--- config.mk ---
export PLATFORM = sky130hd
export DESIGN_NAME = full_adder
export DESIGN_NICKNAME = d
export VERILOG_FILES = /design/src/rtl/full_adder_pkg.sv /design/src/rtl/full_adder_cell.sv /design/src/rtl/full_adder.sv
export SDC_FILE = /design/constraint.sdc
export NUM_CORES = 1
export LEC_CHECK = 0
export CAP_MARGIN = 25
export CELL_PAD_IN_SITES_DETAIL_PLACEMENT = 0
export CELL_PAD_IN_SITES_GLOBAL_PLACEMENT = 2
export CORE_AREA = 2 2 39 41
export CTS_CLUSTER_DIAMETER = 150
export CTS_CLUSTER_SIZE = 30
export DETAILED_ROUTE_END_ITERATION = 6
export DIE_AREA = 0 0 41 43
export PLACE_DENSITY_LB_ADDON = 0.05
export SLEW_MARGIN = 40
export SYNTH_ARGS = -nofsm -noshare
export SYNTH_HDL_FRONTEND = slang
export SYNTH_SLANG_ARGS = --single-unit
export TNS_END_PERCENT = 30
--- constraint.sdc ---
create_clock -name clk -period 1.7 [get_ports clk]
set_input_delay 0.255 -clock clk [delete_from_list [all_inputs] [get_ports clk]]
set_output_delay 0.255 -clock clk [all_outputs]
set_load 0.005 [all_outputs]
--- src/rtl/full_adder_pkg.sv ---
// Shared constants and the golden (WIDTH+1)-bit addition used by checkers.
package full_adder_pkg;

  localparam int unsigned FA_DEFAULT_WIDTH = 1;
  localparam int unsigned FA_MAX_WIDTH     = 64;

  // Operands are masked to 'width' bits; the result keeps width+1 bits (carry on top).
  function automatic logic [FA_MAX_WIDTH:0] fa_ref_sum(
    input logic [FA_MAX_WIDTH-1:0] a,
    input logic [FA_MAX_WIDTH-1:0] b,
    input logic                    cin,
    input int unsigned             width
  );
    logic [FA_MAX_WIDTH:0] mask;
    logic [FA_MAX_WIDTH:0] res_mask;
    logic [FA_MAX_WIDTH:0] full;
    mask     = {(FA_MAX_WIDTH+1){1'b1}} >> (FA_MAX_WIDTH + 1 - width);
    res_mask = (mask << 1) | {{FA_MAX_WIDTH{1'b0}}, 1'b1};
    full     = ({1'b0, a} & mask) + ({1'b0, b} & mask) + {{FA_MAX_WIDTH{1'b0}}, cin};
    return full & res_mask;
  endfunction

endpackage

--- src/rtl/full_adder_cell.sv ---
// 1-bit full adder cell; one link of the ripple chain.
module full_adder_cell (
  input  logic a,
  input  logic b,
  input  logic cin,
  output logic sum,
  output logic carry
);

  logic half;

  always_comb begin
    half  = a ^ b;
    sum   = half ^ cin;
    carry = (a & b) | (cin & half);
  end

endmodule

--- src/rtl/full_adder.sv ---
// WIDTH-bit ripple-carry adder with optional enable-gated output registers.
module full_adder
  import full_adder_pkg::*;
#(
  parameter int unsigned WIDTH   = FA_DEFAULT_WIDTH,
  parameter bit          REG_OUT = 1'b1
) (
  input  logic             clk,
  input  logic             rst,
  input  logic             en,
  input  logic [WIDTH-1:0] a,
  input  logic [WIDTH-1:0] b,
  input  logic             cin,
  output logic [WIDTH-1:0] sum,
  output logic             carry,
  output logic [WIDTH-1:0] sum_r,
  output logic             carry_r
);

  logic [WIDTH:0] chain;

  assign chain[0] = cin;
  assign carry    = chain[WIDTH];

  for (genvar i = 0; i < int'(WIDTH); i++) begin : g_cell
    full_adder_cell u_cell (
      .a     (a[i]),
      .b     (b[i]),
      .cin   (chain[i]),
      .sum   (sum[i]),
      .carry (chain[i+1])
    );
  end

  if (REG_OUT) begin : g_reg
    logic [WIDTH-1:0] sum_r_d, sum_r_q;
    logic             carry_r_d, carry_r_q;

    always_comb begin
      sum_r_d   = sum_r_q;
      carry_r_d = carry_r_q;
      if (en) begin
        sum_r_d   = sum;
        carry_r_d = carry;
      end
    end

    always_ff @(posedge clk) begin
      if (rst) begin
        sum_r_q   <= '0;
        carry_r_q <= 1'b0;
      end else begin
        sum_r_q   <= sum_r_d;
        carry_r_q <= carry_r_d;
      end
    end

    assign sum_r   = sum_r_q;
    assign carry_r = carry_r_q;
  end else begin : g_noreg
    // Clock, reset and enable have no load when the registers are absent.
    logic unused_ok;
    assign unused_ok = &{1'b0, clk, rst, en};
    assign sum_r     = '0;
    assign carry_r   = 1'b0;
  end

endmodule

* Word-level counts from Yosys, hierarchy flattened
Index checks and enable logic that the tools add are counted.
** Cells by class
- Add/sub/neg operators :: 0
- Multipliers :: 0
- Div/mod/pow operators :: 0
- Magnitude comparators :: 0
- Equality and inequality tests :: 0
- Shifts and indexed selects :: 0
- Multiplexer cells :: 0
- Bitwise gates (word level) :: 5
- Reduce and logical (&&, ||, !) cells :: 0
** Operators by type and width (count)
- 1-bit AND :: 2
- 1-bit XOR :: 2
- 1-bit OR :: 1
** Storage, ports and cells
- Bits in registers :: 2
- Bits in latches :: 0
- RAM bits :: 0
- Bits in read-only memories :: 0
- Input port bits :: 6
- Output and inout bits :: 4
- Logic and storage cells :: 7
- Memories :: 0

* Longest topological paths before layout
- Depth in word-level cells :: 3
- Mapped depth :: 3
- Mapped depth without buffers :: 3

* Modules after synthesis
A second synthesis with hierarchy kept.
** Second synthesis, totals
- Cells, all modules :: 7
- Area total of the unflattened synthesis :: 87.6 um2
** Modules (own cells, without submodules)
- full_adder :: times used 1, cells an instance 6, area each 67.6 um2, seq. area each 40.0 um2
- full_adder_cell :: times used 1, cells an instance 1, area each 20.0 um2, seq. area each 0.0 um2

* Worst setup path after synthesis
OpenSTA, ideal clock, no wires.
- Kind :: input -> output
- Start point :: input a
- End point :: output sum
- Arrival :: 808 ps
- Data required time :: 1445 ps
- Path slack :: 637 ps
- Cell stages on the path :: 1
- Path buffers :: 0
- Cell sequence :: fa_1
** Between the ends
- Cells in the longest elaborated chain, start to end :: 2
** Ends and longest elaborated chain
- start: declaration :: RTL line full_adder.sv:11 : input logic [WIDTH-1:0] a,
- 1-bit XOR :: RTL line full_adder_cell.sv:13 : half = a ^ b;
- 1-bit XOR :: RTL line full_adder_cell.sv:14 : sum = half ^ cin;
- end: declaration :: RTL line full_adder.sv:14 : output logic [WIDTH-1:0] sum,
Every way passes these cells.

* Worst setup path in the final report
- Start point :: input cin
- End point :: output sum
** Between the ends
- Cells in the longest elaborated chain, start to end :: 1
** Ends and longest elaborated chain
- start: declaration :: RTL line full_adder.sv:13 : input logic cin,
- 1-bit XOR :: RTL line full_adder_cell.sv:14
Every way passes these cells.

==> reports/metrics.cfg <==
[place]
place_ws_ns=-0.335
io_buffers=9
place.gp.congestion=0.575

[detailed_routing]
dr.pass1.iters=1
drtAntennaViolNets=0
drtIter0Drc=0
drc_errors=0
routed_via_density=2.97
vias=107
wl_per_cell_microns=8.17
wl_microns=294

[yosys]
netlist_instances=7
synth-seq-cells=2
yosys-top-cells-area=dfxtp_1 (46%), fa_1 (23%), mux2i_1 (23%)
yosys.area.top_type_share_pct=45.7
yosys_warnings=0
async_reset_ff_share_pct=0
synth-main-ff-cell=dfxtp_1
synth.yosys.seq_area_share_pct=45.7
synth_cell_types=4
synth_edf_count=0
synth_fp_nets=14
ys_top_cells_by_count=dfxtp_1 (2), mux2i_1 (2), nor2_1 (2), fa_1 (1)
netlist.top_cell.by_area=dfxtp_1
synth.avg_cell_area_sq_um=12.5
syn_area_sq_um=87.6

[setup_path]
cpLargestDelayFamily=adder cells
crit_path_max_fanout=2
path_buf_inv=2
cpMaxStageDelayCell=fa_2
cp_cell_sequence=clkdlybuf4s50_1, fa_2, buf_2
cp.required_ns=1.44
crit_type=primary input to output port
startpoint_type=primary input
cp-end-kind=output port
cp_slowest_stage_delay_ns=0.58
arrival_ns=1.38

[hold_path]
hold_path.class=flop to flop

[sta]
fin_crit_sh_pct=96.3
hold_viol_final=0
slew-limit-headroom_pct=91.0
timing.fmax_ghz=0.611
fin_worst_skew_ns=0
fin_crit_ns=1.64
tns_ns=0
finalMaxSlewViolations=0
worst_slack_ns=0.0621
rsz0062_at_grt=no
setup_violations=0
tightest_slew_ns=0.132

[floorplan]
coreArea_sq_um=1380
io_pins=10
rows=14
die_h_microns=43
die_x_microns=41
initial_core_util_pct=6.33
dieArea_sq_um=1760

[global_routing]
gr-total-overflow=0
grt_use_total_pct=4.62
antenna_found_initial=0
grt_pass1_wl_microns=462
grt_max_degree=3
grt_pass1_vias=118

[power]
irDropWorstVdd_mv=0.228
power_density_nw_per_um2=880
leakage_nw=0.0929

[layout]
post_route_cells_drive_above_1_share_pct=30.0
fillers=159
antenna_cells=0
final_util_pct=16.2
layout.nets=29
area_growth_pct=156

[cts]
cts_tree=done
cts_buffers=3
clkSlewWorstSetupHoldPaths_ns=0.03
cts.htree.levels=1
clock_path_buffers=2
clock_sinks=2
clk_latency_ns=0.22
root_buffer=clkbuf_4

[run_status]
status=finished, final reports clean

[job]
max_cap_violations=0

-- through the flow --
| step | std cells | cell area (sq um) | hold slack (ns) | total power, mW |
|---|---|---|---|---|
| final | 36 | 224 | 0.497 | 0.197 |
| after global routing | 36 | 224 | 0.534 | 0.214 |
| after CTS | 36 | 221 | 0.515 | 0.206 |
| after detailed placement | 33 | 205 | 0.500 | 0.103 |
| after global placement | 33 | 205 | 0.491 | 0.103 |
| after floorplan | 7 | 87.6 | 0.327 | 0.0655 |
-- sequential cells by signal, summed over array words and instances, names as in the netlist --
| signal | count |
|---|---|
| sum_r | 1 |
| carry_r | 1 |
-- layer usage --
layer  vias up  GRT usage, %  wire, microns
met4         0          8.00              0
met5         -             0              0
met3         0          1.57             39
met1        48          5.14            132
met2        10          4.69            122
li1         49             -              -
-- worst reg2reg max path: stages, from the launching register on --
cell and delay [ns]:
dfxtp_1 0.30, mux2i_1 0.13, nor2_1 0.05
-- cells in the final DEF, fill, tap and decap left out --
master | Yosys | layout
clkdlybuf4s50_1 | 0 | 7
clkbuf_4 | 0 | 3
mux2i_1 | 2 | 2
nor2_1 | 2 | 2
dfxtp_1 | 2 | 2
fa_2 | 0 | 1
dlygate4sd2_1 | 0 | 1
buf_2 | 0 | 1
buf_4 | 0 | 1
-- timing repair --
item	4_1_cts	5_1_grt
gates resized for setup	4	1
hold buffers	0	0
setup endpoints to repair	2	1
pin swaps	1	0
endpoints found under the hold margin	0	0
setup buffers	0	0
-- path summary, 6_finish.rpt --
path | startpoint | to | slack (ns) | cells past startpoint
max | cin | sum | 0.06 | 3
min | carry_r$_SDFFE_PP0P_ | carry_r$_SDFFE_PP0P_ | 0.50 | 2
max reg2reg | sum_r$_SDFFE_PP0P_ | sum_r$_SDFFE_PP0P_ | 1.11 | 2
min reg2reg | carry_r$_SDFFE_PP0P_ | carry_r$_SDFFE_PP0P_ | 0.50 | 2
-- cell type report --
type | instances | area (sq um) | area share [%]
flip-flops and latches | 2 | 40.0 | 17.9
well taps | 16 | 20.0 | 8.94
repair buffers | 10 | 91.3 | 40.8
clock buffers | 3 | 22.5 | 10.1
multi-input cells | 5 | 50.0 | 22.3
-- where the power goes --
group          internal [mW]  leakage [nW]  switching [mW]
registers             0.0513        0.0165         0.00181
logic                 0.0292        0.0626          0.0142
clock network         0.0775        0.0138          0.0231
total                  0.158        0.0929          0.0391
-- cells by family (layout without fill, tap and decap cells) --
family	after synthesis	in the layout	share of synthesized area, %
mux	2	2	22.9
simple gates	2	2	8.57
fa+ha+maj	1	1	22.9
flops	2	2	45.7
buf+inv	0	13	0
No activity file was read; power rests on OpenSTA's default activity.
